### config.mk
export PLATFORM = sky130hd
export DESIGN_NAME = vedic_seq_mul
export DESIGN_NICKNAME = d
export VERILOG_FILES = /design/src/rtl/vedic_pkg.sv /design/src/rtl/vedic_4x4.sv /design/src/rtl/vedic_seq_mul.sv
export SDC_FILE = /design/constraint.sdc
export NUM_CORES = 1
export LEC_CHECK = 0
export ABC_AREA = 1
export CAP_MARGIN = 30
export CORE_MARGIN = 2
export CORE_UTILIZATION = 45
export DETAILED_ROUTE_END_ITERATION = 6
export PLACE_DENSITY_LB_ADDON = 0.3
export REMOVE_ABC_BUFFERS = 1
export SYNTH_ARGS = -nofsm -noshare
export SYNTH_HDL_FRONTEND = slang
export SYNTH_SLANG_ARGS = --single-unit
### constraint.sdc
create_clock -name clk -period 5.4 [get_ports clk]
set_clock_uncertainty 0.05 [all_clocks]
set_input_delay 1.08 -clock clk [delete_from_list [all_inputs] [get_ports clk]]
set_output_delay 1.08 -clock clk [all_outputs]
set_load 0.03 [all_outputs]
### src/rtl/vedic_pkg.sv
// Shared constants for the Vedic multiplier family: FSM encoding, default
// operand width and the sizing helpers derived from it.
package vedic_pkg;

    localparam logic [1:0] IDLE = 2'd0;
    localparam logic [1:0] RUN  = 2'd1;
    localparam logic [1:0] DONE = 2'd2;

    localparam int DEF_WIDTH = 32;

    function automatic int nib_count(input int width);
        return width / 4;
    endfunction

    // Tile-index counter width: enough to count all NIB*NIB nibble pairs.
    function automatic int idx_width(input int width);
        return $clog2(nib_count(width) * nib_count(width));
    endfunction

    localparam int DEF_NIB   = nib_count(DEF_WIDTH);
    localparam int DEF_IDX_W = idx_width(DEF_WIDTH);

endpackage

### src/rtl/vedic_4x4.sv
// Unsigned 4x4 Vedic (Urdhva-Tiryagbhyam) multiplier built from four 2x2
// half-adder tiles; purely combinational.
module vedic_4x4 (
    input  logic [3:0] a,
    input  logic [3:0] b,
    output logic [7:0] p
);

    function automatic logic [3:0] mul2(input logic [1:0] x, input logic [1:0] y);
        logic t1, t2, t3, c1;
        t1 = x[1] & y[0];
        t2 = x[0] & y[1];
        t3 = x[1] & y[1];
        c1 = t1 & t2;
        return {t3 & c1, t3 ^ c1, t1 ^ t2, x[0] & y[0]};
    endfunction

    logic [3:0] m0, m1, m2, m3;
    logic [4:0] mid;

    always_comb begin
        m0  = mul2(a[1:0], b[1:0]);
        m1  = mul2(a[3:2], b[1:0]);
        m2  = mul2(a[1:0], b[3:2]);
        m3  = mul2(a[3:2], b[3:2]);
        mid = {1'b0, m1} + {1'b0, m2};
        p   = {4'b0000, m0} + {1'b0, mid, 2'b00} + {m3, 4'b0000};
    end

endmodule

### src/rtl/vedic_seq_mul.sv
// Iterative WIDTH x WIDTH unsigned multiplier: one 4x4 Vedic tile reused for
// every nibble pair, partial products shifted and summed into acc.
module vedic_seq_mul
    import vedic_pkg::*;
#(
    parameter int WIDTH = DEF_WIDTH
) (
    input  logic                 clk,
    input  logic                 rst_n,
    input  logic                 in_valid,
    output logic                 in_ready,
    input  logic [WIDTH-1:0]     in_a,
    input  logic [WIDTH-1:0]     in_b,
    output logic                 out_valid,
    input  logic                 out_ready,
    output logic [2*WIDTH-1:0]   out_p
);

    localparam int NIB   = nib_count(WIDTH);
    localparam int IDX_W = idx_width(WIDTH);
    localparam logic [IDX_W-1:0] NIB_C = IDX_W'(NIB);
    localparam logic [IDX_W-1:0] LAST  = IDX_W'(NIB * NIB - 1);

    logic [1:0]         state;
    logic [WIDTH-1:0]   a_q, b_q;
    logic [IDX_W-1:0]   idx;
    logic [2*WIDTH-1:0] acc;

    logic [IDX_W-1:0]   i_sel, j_sel;
    logic [IDX_W+1:0]   sh;
    logic [3:0]         a_nib, b_nib;
    logic [7:0]         pp;
    logic [2*WIDTH-1:0] pp_shifted;

    // idx walks a-nibble i in the outer loop and b-nibble j in the inner loop.
    always_comb begin
        i_sel      = idx / NIB_C;
        j_sel      = idx % NIB_C;
        a_nib      = a_q[{i_sel, 2'b00} +: 4];
        b_nib      = b_q[{j_sel, 2'b00} +: 4];
        sh         = {i_sel + j_sel, 2'b00};
        pp_shifted = {{(2*WIDTH-8){1'b0}}, pp} << sh;
    end

    vedic_4x4 u_tile (
        .a (a_nib),
        .b (b_nib),
        .p (pp)
    );

    // NOTE: sequential state uses non-blocking assignments so every register
    // samples pre-edge values; the operand registers are reset too, so an
    // aborted job leaves nothing behind.
    always_ff @(posedge clk or negedge rst_n) begin
        if (!rst_n) begin
            state <= IDLE;
            a_q   <= '0;
            b_q   <= '0;
            idx   <= '0;
            acc   <= '0;
        end else begin
            case (state)
                IDLE: if (in_valid) begin
                    a_q   <= in_a;
                    b_q   <= in_b;
                    acc   <= '0;
                    idx   <= '0;
                    state <= RUN;
                end
                RUN: begin
                    acc <= acc + pp_shifted;
                    idx <= idx + IDX_W'(1);
                    if (idx == LAST) state <= DONE;
                end
                DONE: if (out_ready) state <= IDLE;
                default: state <= IDLE;
            endcase
        end
    end

    assign in_ready  = (state == IDLE);
    assign out_valid = (state == DONE);
    assign out_p     = acc;

endmodule

==> results.txt <==
----------------------------------------------------
[Route]
  Drt total wl ... approximately 47,000 um
  Average vias per placed instance ... between 5 and 6
  Overall via count from detail_route ... between 10,000 and 15,000
  Number of detailed-route iterations in the first pass ... 6
  DRC violations left ... 0
  Drt wl/cell ... around 19 um
  Residual antenna-violating net count after detailed routing ... 0
  Starting DRT DRC Count ... 1,189

[Synth]
  Synthesized instance count ... roughly 1,900
  Fraction of the yosys area taken by sequential cells ... 28.21%
  Post-Syn Area ... between 0.01 and 0.015 mm2
  Share of synthesized registers carrying an async set or reset ... 100.0%
  Average size of a mapped cell ... between 6 and 7 um2
  Post-synth EDFFs ... 0
  Count of distinct cell types in the synthesized netlist ... 45
  Count of state elements after synthesis ... 136
  Predominant post-synthesis flop cell ... sky130_fd_sc_hd__dfrtp_1
  Total of warnings raised by yosys ... 0

[Timing]
  Final min period ... ~5500 ps
  Slew at the pin closest to its max-slew limit ... about 1200 ps
  Fraction of the cycle the final worst path needs ... 101.1%
  Max transition margin ... a little under a quarter
  Final Hold Violating Endpoints ... 0
  Setup repair after global routing missed its margin ... yes
  Endpoints failing setup ... 11
  Highest clock frequency the design can meet ... 0.1832 GHz
  Final setup slack of the worst path ... -58.81 ps
  Max-slew violation count ... 0

[CTS]
  Sinks on the clock net ... 136
  Clock tree from TritonCTS ... done
  Cell at the root of the clock tree ... sky130_fd_sc_hd__clkbuf_16
  Total CTS buffers ... 17
  H-tree Lvls ... 4
  Worst-Skew Late Latency ... around 450 ps
  Clk pin slew, worst setup/hold paths ... about 70 ps
  Maximum root-to-sink buffer count ... 2

[Die]
  Rows ... 59
  Height of the die ... ~170 um
  IO Count ... approximately 130
  Core area ... between 0.02 and 0.03 mm2
  Total die area ... 0.02814 mm2
  Starting density of the core ... between 40 and 50%
  Die outline width ... 167.7 um

[Critical path]
  CP most frequent cell ... sky130_fd_sc_hd__nand2_1
  Worst Path Max Fanout ... 6
  Startpoint of the worst-slack reg-to-reg timing path ... idx[3]
  Reg-to-Reg End ... out_p[63]
  Critical Path Slowest Stage Cell ... sky130_fd_sc_hd__dfrtp_2
  Biggest cell delay along the critical path ... between 400 and 500 ps
  Signal arrival time at the worst endpoint ... about 5700 ps
  Req. time, crit path ... about 5700 ps
  CP Launch Type ... register
  Endpoint class of the critical path ... register
  Worst Setup Path Type ... reg -> reg
  R2r worst-path depth ... 32
  R2R Setup Slk ... -60 ps

[Layout]
  Finished Core Util ... a little over two thirds
  Fraction of final layout cells sized beyond drive strength 1 ... 36.51%
  Diode count ... 0
  Most used cells in the layout excluding fill and tap cells ... 457 x sky130_fd_sc_hd__nand2_1, 212 x sky130_fd_sc_hd__inv_1, 187 x sky130_fd_sc_hd__buf_4, 139 x sky130_fd_sc_hd__nor2_1, 133 x sky130_fd_sc_hd__dfrtp_1
  Syn-to-layout area delta ... 51.63%
  Most common library cell in the layout ignoring fill and taps ... sky130_fd_sc_hd__nand2_1
  Final-layout fill cell count ... 2,106
  Final standard cell count with taps included and fillers excluded ... roughly 2,500
  Final Net Count ... 2,334

[Global route]
  Vias in the first global route ... about 13,000
  Global-route wire length before repair ... roughly 68,000 um
  Grt total ovfl ... 0
  Global routing usage summed across all routing layers ... 31.34%
  Maximum number of pins on one net before global-route repair ... 97
  Initial antenna violation count ... 0

[Run status]
  Status ... finished, violations left
  Failing checks ... setup timing

[Placement]
  Count of port buffers added during placement ... approximately 130
  Placer's final routability congestion estimate ... around 1.0
  Total instance count after detailed placement ... approximately 2,500
  Post-DP HPWL ... 34,780 um

[Worst hold path]
  Classification of the worst-slack hold path ... in -> async

[Job]
  Max capacitance violation total ... 0

----------------------------------------------------
worst max-delay path by stage:
stage | start | end | slack (ps) | cells past startpoint
2_1_floorplan | idx[3] | out_p[36] | 120 | 34
3_3_place_gp | idx[0] | out_p[55] | -230 | 31
3_5_place_dp | idx[0] | out_p[55] | -370 | 31
4_1_cts | idx[3] | out_p[55] | -3 | 37
5_1_grt | idx[0] | out_p[61] | -440 | 35
6_report | idx[3] | out_p[63] | -60 | 32
registers in the layout, summed over array words and instances, names as in the netlist:
register and flops:
a_q 32, idx 6, state 2, out_p 64, b_q 32
area by class of cell:
type	count	area, um2	area share [%]
clock buffers	18	429.2	2.346
clock inverters	14	160.2	0.8755
repair buffers	347	3057	16.71
multi-input cells	1421	9841	53.80
well taps	335	419.2	2.291
inverters	255	979.7	5.356
flip-flops and latches	136	3407	18.63
cell usage after synthesis, types with 8 or more instances:
| master | number | area, um2 |
|---|---|---|
| sky130_fd_sc_hd__nand2_1 | 595 | 2233 |
| sky130_fd_sc_hd__nor2_1 | 230 | 863.3 |
| sky130_fd_sc_hd__inv_1 | 229 | 859.6 |
| sky130_fd_sc_hd__dfrtp_1 | 136 | 3403 |
| sky130_fd_sc_hd__a21oi_1 | 102 | 510.5 |
| sky130_fd_sc_hd__ha_1 | 84 | 1051 |
| sky130_fd_sc_hd__nand3_1 | 84 | 420.4 |
| sky130_fd_sc_hd__o21ai_0 | 82 | 410.4 |
| sky130_fd_sc_hd__mux2_2 | 63 | 709.4 |
| sky130_fd_sc_hd__inv_2 | 24 | 90.09 |
| sky130_fd_sc_hd__clkbuf_1 | 21 | 78.83 |
| sky130_fd_sc_hd__o21ai_1 | 21 | 105.1 |
| sky130_fd_sc_hd__buf_2 | 19 | 95.09 |
| sky130_fd_sc_hd__nand2_2 | 19 | 118.9 |
| sky130_fd_sc_hd__nand4_1 | 15 | 93.84 |
| sky130_fd_sc_hd__o22ai_1 | 13 | 81.33 |
| sky130_fd_sc_hd__nor2_2 | 12 | 75.07 |
| sky130_fd_sc_hd__nor3_1 | 12 | 60.06 |
| sky130_fd_sc_hd__o21bai_1 | 11 | 82.58 |
| sky130_fd_sc_hd__xnor2_1 | 11 | 96.34 |
| sky130_fd_sc_hd__nand3b_1 | 8 | 60.06 |
timing repair:
item,in CTS,in global routing
endpoints found under the setup margin,47,56
gates cloned,0,1
hold buffers,0,0
pin swaps,17,133
buffers inserted,6,21
resized for setup,72,557
stage by stage:
step	area [um2]	hold slack, ps	setup slack (ps)	TNS [ps]
5_1_grt	18290	440.2	-435.6	-12810
4_1_cts	16000	456.4	-3.152	-5.116
6_report	18290	427.2	-58.81	-323.8
3_5_place_dp	15070	441.7	-370.1	-6951
3_3_place_gp	15070	436.7	-225.7	-3374
2_1_floorplan	11890	424.2	121.8	0
critical path: cells and delay by family, from the launching register on:
kind	cells	cell delay (ps)
AO/OA/AOI/OAI	8	1440
XOR/XNOR	2	310
flip-flops	1	450
AND/OR/NAND/NOR	12	1210
adder cells (fa/ha/maj)	5	1360
buffers and inverters	5	500
cells by family (layout without fill, tap and decap cells):
family          after synthesis  in the layout  synth area share (%)
buf+inv                     295            634                 9.376
xor+xnor                     18             18                 1.307
mux                          64             64                 5.963
fa+ha+maj                    88             88                 9.376
simple gates                994            994                 33.88
compound gates              257            257                 11.89
flops                       136            136                 28.21
per-layer routing:
metal  vias to the layer above  share of wire [%]  track usage [%]
li1                       6596                  -                -
met1                      6406                 41            41.06
met2                       608                 47            50.64
met3                       139                7.6            5.743
met4                         0                4.8            13.91
met5                         -                  0                0
Power is not shown: default switching activity piles up to over one toggle a cycle in this logic, so the estimate is an artifact.
